## config.mk

```make
export PLATFORM = sky130hd
export DESIGN_NAME = seq_divider
export DESIGN_NICKNAME = d
export VERILOG_FILES = /design/src/rtl/seq_divider.sv
export SDC_FILE = /design/constraint.sdc
export NUM_CORES = 1
export LEC_CHECK = 0
export BUFFER_PORTS_ARGS = -buffer_cell sky130_fd_sc_hd__buf_2
export CAP_MARGIN = 20
export CORE_MARGIN = 3
export CORE_UTILIZATION = 40
export CTS_CLUSTER_DIAMETER = 80
export DETAILED_ROUTE_END_ITERATION = 8
export PLACE_DENSITY = 0.62
export SYNTH_ARGS = -nofsm -noshare
export SYNTH_HDL_FRONTEND = slang
export SYNTH_SLANG_ARGS = --single-unit
```

## constraint.sdc

```tcl
create_clock -name clk -period 7.1 [get_ports clk]
set_clock_uncertainty 0.2 [all_clocks]
set_input_delay 1.065 -clock clk [delete_from_list [all_inputs] [get_ports clk]]
set_output_delay 1.065 -clock clk [all_outputs]
set_load 0.02 [all_outputs]
```

## src/rtl/seq_divider.sv

```systemverilog
// seq_divider: multi-cycle restoring divider with IDLE/RUN/DONE control.
// One quotient bit is produced per clock, MSB first; divide-by-zero finishes
// after a single clock. Define SEQ_DIVIDER_SIGNED_EN to add the sgn input and
// two's complement operation (magnitude divide plus sign fix-up).
module seq_divider #(
    parameter int unsigned n = 4
) (
    input  logic         clk,
    input  logic         rst,
    input  logic         start,
`ifdef SEQ_DIVIDER_SIGNED_EN
    input  logic         sgn,
`endif
    input  logic [n-1:0] a,
    input  logic [n-1:0] b,
    output logic         busy,
    output logic         done,
    output logic [n-1:0] q,
    output logic [n-1:0] r,
    output logic         dz
);

    localparam int unsigned W  = n + 1;
    localparam int unsigned CW = $clog2(n);

    typedef enum logic [1:0] {IDLE, RUN, DONE} state_e;

    state_e          state_q, state_d;
    logic [CW-1:0]   cnt_q,   cnt_d;
    logic [n-1:0]    rem_q,   rem_d;
    logic [n-1:0]    dvd_q,   dvd_d;
    logic [n-1:0]    dvs_q,   dvs_d;
    logic [n-1:0]    q_q,     q_d;
    logic [n-1:0]    r_q,     r_d;
    logic            dz_q,    dz_d;
    logic            busy_q,  busy_d;
    logic            done_q,  done_d;

    logic [n:0]      shift_w;
    logic [n:0]      trial_w;
    logic            qbit_w;
    logic [n-1:0]    rem_nx;
    logic [n-1:0]    dvd_nx;
    logic [n-1:0]    a_mag;
    logic [n-1:0]    b_mag;
    logic [n-1:0]    q_fin;
    logic [n-1:0]    r_fin;

    // One restoring step: shift in next dividend bit, subtract divisor via add of ~{0,b}+1.
    assign shift_w = {rem_q, dvd_q[n-1]};
    assign trial_w = shift_w + ~{1'b0, dvs_q} + W'(1);
    assign qbit_w  = ~trial_w[n];
    assign rem_nx  = qbit_w ? trial_w[n-1:0] : shift_w[n-1:0];
    assign dvd_nx  = {dvd_q[n-2:0], qbit_w};

`ifdef SEQ_DIVIDER_SIGNED_EN
    logic q_neg_q, q_neg_d;
    logic r_neg_q, r_neg_d;

    // Divide magnitudes; most-negative magnitude is still correct read as unsigned.
    assign a_mag = (sgn && a[n-1]) ? -a : a;
    assign b_mag = (sgn && b[n-1]) ? -b : b;
    assign q_fin = q_neg_q ? -dvd_nx : dvd_nx;
    assign r_fin = r_neg_q ? -rem_nx : rem_nx;
`else
    assign a_mag = a;
    assign b_mag = b;
    assign q_fin = dvd_nx;
    assign r_fin = rem_nx;
`endif

    // Next-state, datapath and output decode.
    always_comb begin
        state_d = state_q;
        cnt_d   = cnt_q;
        rem_d   = rem_q;
        dvd_d   = dvd_q;
        dvs_d   = dvs_q;
        q_d     = q_q;
        r_d     = r_q;
        dz_d    = dz_q;
`ifdef SEQ_DIVIDER_SIGNED_EN
        q_neg_d = q_neg_q;
        r_neg_d = r_neg_q;
`endif
        case (state_q)
            IDLE: begin
                if (start) begin
                    dvd_d = a_mag;
                    dvs_d = b_mag;
                    rem_d = '0;
                    cnt_d = '0;
`ifdef SEQ_DIVIDER_SIGNED_EN
                    q_neg_d = sgn & (a[n-1] ^ b[n-1]);
                    r_neg_d = sgn & a[n-1];
`endif
                    if (b == '0) begin
                        state_d = DONE;
                        q_d     = '1;
                        r_d     = a;
                        dz_d    = 1'b1;
                    end else begin
                        state_d = RUN;
                        dz_d    = 1'b0;
                    end
                end
            end
            RUN: begin
                rem_d = rem_nx;
                dvd_d = dvd_nx;
                cnt_d = cnt_q + CW'(1);
                if (cnt_q == CW'(n - 1)) begin
                    state_d = DONE;
                    q_d     = q_fin;
                    r_d     = r_fin;
                end
            end
            DONE: begin
                state_d = IDLE;
            end
            default: begin
                state_d = IDLE;
            end
        endcase
        busy_d = (state_d == RUN);
        done_d = (state_d == DONE);
    end

    // State and datapath registers with synchronous reset.
    always_ff @(posedge clk) begin
        if (rst) begin
            state_q <= IDLE;
            cnt_q   <= '0;
            rem_q   <= '0;
            dvd_q   <= '0;
            dvs_q   <= '0;
            q_q     <= '0;
            r_q     <= '0;
            dz_q    <= 1'b0;
            busy_q  <= 1'b0;
            done_q  <= 1'b0;
`ifdef SEQ_DIVIDER_SIGNED_EN
            q_neg_q <= 1'b0;
            r_neg_q <= 1'b0;
`endif
        end else begin
            state_q <= state_d;
            cnt_q   <= cnt_d;
            rem_q   <= rem_d;
            dvd_q   <= dvd_d;
            dvs_q   <= dvs_d;
            q_q     <= q_d;
            r_q     <= r_d;
            dz_q    <= dz_d;
            busy_q  <= busy_d;
            done_q  <= done_d;
`ifdef SEQ_DIVIDER_SIGNED_EN
            q_neg_q <= q_neg_d;
            r_neg_q <= r_neg_d;
`endif
        end
    end

    assign busy = busy_q;
    assign done = done_q;
    assign q    = q_q;
    assign r    = r_q;
    assign dz   = dz_q;

endmodule
```

---- Word-level counts from Yosys, hierarchy flattened ----
Cells that the tools add are included.
W data, S select, Z words.
storage, ports and cells
  register bits ........................... 27
  output and inout bits ................... 11
  bits of input ports ..................... 11
  logic and storage cells ................. 48
cells by class
  muxes and demuxes ....................... 20
  bitwise operators ....................... 2
  reductions and logical operators ........ 6
  eq/ne operators ......................... 7
  add/subtract/negate cells ............... 3
operators by type and width
  cell                   number
  $mux W4                9
  $pmux W4 S2            4
  $mux W2                4
  $pmux W2 S2            2
  $ne A2 B2 Y1 const B   3
  $add A5 B1 Y5 const B  1
  $add A5 B5 Y5          1
  $not A4 Y5             1
  $eq A2 B1 Y1 const B   2
  $eq A2 B2 Y1 const B   2
  $logic_not A4 Y1       1
  $reduce_and A2 Y1      2
  $reduce_and A4 Y1      1
  $add A2 B1 Y2 const B  1
  $logic_not A2 Y1       1
  $reduce_bool A2 Y1     1
  $mux W1                1
  $not A1 Y1             1

---- Depth between registers and ports, before layout ----
  word-level depth ........................ 6
  depth in mapped cells ................... 8
  depth with buffers taken out ............ 8

---- Least setup slack after synthesis ----
No wires, ideal clock.
  path type ............................... input to register
  start point ............................. input port b[3]
  end point ............................... register r_q[3], in the netlist r[3]
  required time ........................... 6.771 ns
  data arrival time ....................... 2.012 ns
  stages on the path ...................... 5
  buffers on the path ..................... 0
  slack ................................... 4.759 ns
  setup time .............................. 0.129 ns
  path through ............................ nor4_4 > nand3b_2 > a21oi_4 > a21boi_0 > a31oi_1
between the ends
  longest elaborated chain between the ends .. 3
RTL lines
  element                      RTL line  RTL
  start: declaration           15        input logic [n-1:0] b,
  $logic_not A4 Y1             97        if (b == '0) begin
  $ne A2 B2 Y1 (no line)       n/a
  $reduce_and A4 Y1 (no line)  n/a
  end signal: assignment       153       r_q <= r_d;
  end: declaration             34        logic [n-1:0] r_q, r_d;
Every way passes these cells.
A chain may end at the register's enable or synchronous reset.

---- Worst setup path after layout ----
  start point ............................. register dvd_q[3]
  end point ............................... register r_q[2], in the netlist r[2]
between the ends
  longest elaborated chain between the ends .. 5
RTL lines
  element                   RTL line  RTL
  start: declaration        31        logic [n-1:0] dvd_q, dvd_d;
  start signal: assignment  150       dvd_q <= dvd_d;
  $add A5 B5 Y5             51        assign trial_w = shift_w + ~{1'b0, dvs_q} + W'(1);
  $add A5 B1 Y5             51
  $mux W4                   53        assign rem_nx = qbit_w ? trial_w[n-1:0] : shift_w[n-1:0];
  $mux W4                   112       if (cnt_q == CW'(n - 1)) begin
  $pmux W4 S2               86        case (state_q)
Every way passes these cells. The select of a mux whose other input is x is not followed.

==> flow_summary.toml <==
[run_status]
outcome = "finished, final reports clean"

[routing]
viasPerCell = 4.98
wl_per_cell_um = 12.0
num_vias = 1066
wl_um = 2560
antenna_left = 0
first_pass_iters = 4
drc = 0
drt_iter0_markers = 18

[worst_setup_path]
crit_start = "dvd_q[3]$_SDFFE_PP0P_"
critical_path_class = "register to register"
path_max_fanout = 4
crit_arrival_ps = 2550
crit_required_ps = 7150
r2r_cells = 8
r2r-start = "dvd_q[3]$_SDFFE_PP0P_"
r2r_slack_ps = 4600
end_kind = "register"
crit_path_start_kind = "register"
rr_endpoint = "r[2]$_SDFFE_PP0P_"

[clock_tree]
postCtsSetupBuffers = 0
cts.repair.resized = 0
ctsHoldBuffers = 0
cts_tree = "yes"
htree_levels = 1
path_clk_slew_ps = 150
cts_root_buffer = "clkbuf_4"
cts_made_buffers = 3
clk_latency_ps = 320
cts_sinks = 27
cts_buffer_depth = 2

[logic_synthesis]
synth_seq_cells = 27
yosysSeqAreaShare = 0.413
synth_warnings = 0
async_flop_share = 0
synth-edff-count = 0
synth_area_um2 = 1310
synth_fp_nets = 171
synth_area_per_cell_um2 = 8.50
syn_inst = 154
synth-main-ff-cell = "dfxtp_1"
synth_cell_types = 34

[floorplan]
rows = 20
die_area_um2 = 3990
coreArea_um2 = 3080
dieHeight_um = 63.2
io_pins = 22
initial_core_util = 0.425
die_w_um = 63.2

[placement]
gp_congestion = 0.831
portBuffers = 21
hpwl_um = 1910
dpl_cell_area_um2 = 1420

[pwr]
switchingPower_w = 0.0000906
swShare = 0.305
vdd_drop_max_mv = 0.138
p_per_area_nw_per_um2 = 204
sequentialPowerShare = 0.558
p_leak_nw = 0.581
p_int_w = 0.000206
power_frac_comb = 0.215
p_clk_frac = 0.227

[global_route]
grt_pass1_wl_um = 4510
grt_use_total = 0.139
antenna_found_initial = 0
grt_overflow = 0
first_global_vias = 1017
grt_start_max_net_pins = 28

[sta]
drv_slew = 0
report.final.setup_viol = 0
relSlewSlack = 0.510
finalCritPeriodShare = 0.352
rsz0062_at_grt = "no"
fin_crit_ps = 2500
max_freq_ghz = 0.400
report.final.hold_viol_count = 0
tns_ps = 0
worst_slew_pin_slew_ps = 733

[final_layout]
fill_cells = 305
drive_above_1_share = 0.194
fin_nets = 188
antennaDiodeCount = 0
final_common_cell = "nor2_1"
syn_to_final_growth_pct = 11.1
stdcell_area_um2 = 1450
final_cell_mix = "nor2_1, nand2_1, dfxtp_1"

[min_path]
min_to = "dvs_q[2]$_SDFFE_PP0P_"
timing.hold.worst.class = "register to register"
hold_depth = 2
worstHoldStart = "dvs_q[2]$_SDFFE_PP0P_"

[job]
max_cap_violations = 0
[layout make-up]
type                       instances  area [um2]  area share
clock buffer                       3        22.5      0.0155
clock inverter                     1        7.51     0.00516
sequential                        27         541       0.372
inverter                           5        18.8      0.0129
tap                               44        55.1      0.0379
multi-input combinational        113         704       0.485
timing repair buffer              21         105      0.0723
[power by group through the flow]
stage	logic [W]	clock network (W)	registers (W)
2_1_floorplan	0.0000484	0	0.000170
3_3_place_gp	0.0000628	0	0.000169
3_5_place_dp	0.0000644	0	0.000169
4_1_cts	0.0000646	0.0000700	0.000166
5_1_grt	0.0000723	0.0000767	0.000167
6_report	0.0000639	0.0000673	0.000166
[logic make-up (layout without fill, tap and decap cells)]
group	after synthesis	count (layout)	share of synthesized area
and+or+nand+nor	70	70	0.245
AOI/OAI and AO/OA	32	32	0.185
DFF	27	27	0.413
buffers and inverters	14	30	0.0488
adders and majority gates	6	6	0.0631
muxes	3	3	0.0268
xor gates and xnor gates	2	2	0.0191
[cell usage after synthesis, types with 2 or more instances]
library cell	number	area, um2
nor2_1	29	109
inv_1	5	18.8
dfxtp_1	27	541
ha_1	5	62.6
a21oi_1	12	60.1
clkbuf_1	3	11.3
a211oi_1	3	22.5
nand3_1	3	15.0
a21oi_4	2	32.5
buf_1	2	7.51
buf_2	3	15.0
a31oi_1	2	12.5
mux2i_1	2	20.0
nor2b_1	3	18.8
a311oi_1	6	52.6
nand2b_1	3	18.8
nand2_1	27	101
[registers in the layout, summed over array words and instances (netlist names)]
register  cells
dvd_q         4
dvs_q         4
q             4
r             4
rem_q         4
cnt_q         2
state_q       2
busy          1
done          1
dz            1
[layer usage]
metal	part of all wire	global-route usage
met5	0	0
met1	0.47	0.180
met4	0.0070	0.0458
met3	0.062	0.0285
met2	0.46	0.229
[worst max-delay path, stage by stage (launching register included)]
cell	delay, ps
dfxtp_1	370
inv_1	60
ha_1	220
fa_1	390
nand2b_4	170
a21oi_4	170
xnor2_1	270
mux2_4	360
a311oi_2	220
[how the worst max path moves through the flow]
stage                     slack [ps]                end
after floorplan                 4760  r[3]$_SDFFE_PP0P_
after global placement          4390  r[3]$_SDFFE_PP0P_
after detailed placement        4360  r[3]$_SDFFE_PP0P_
after CTS                       4600  r[2]$_SDFFE_PP0P_
after global routing            4500  r[2]$_SDFFE_PP0P_
final                           4600  r[2]$_SDFFE_PP0P_
[metrics by stage]
stage                     utilization  setup slack [ps]  hold slack (ps)  instances  power, W
after floorplan                     -              4760              236        154  0.000218
after global placement          0.463              4390              245        210  0.000232
after detailed placement        0.463              4360              256        210  0.000234
after CTS                       0.472              4600              277        214  0.000300
after global routing            0.472              4500              292        214  0.000316
final                           0.472              4600              268        214  0.000297
No activity file was read; power rests on OpenSTA's default activity.
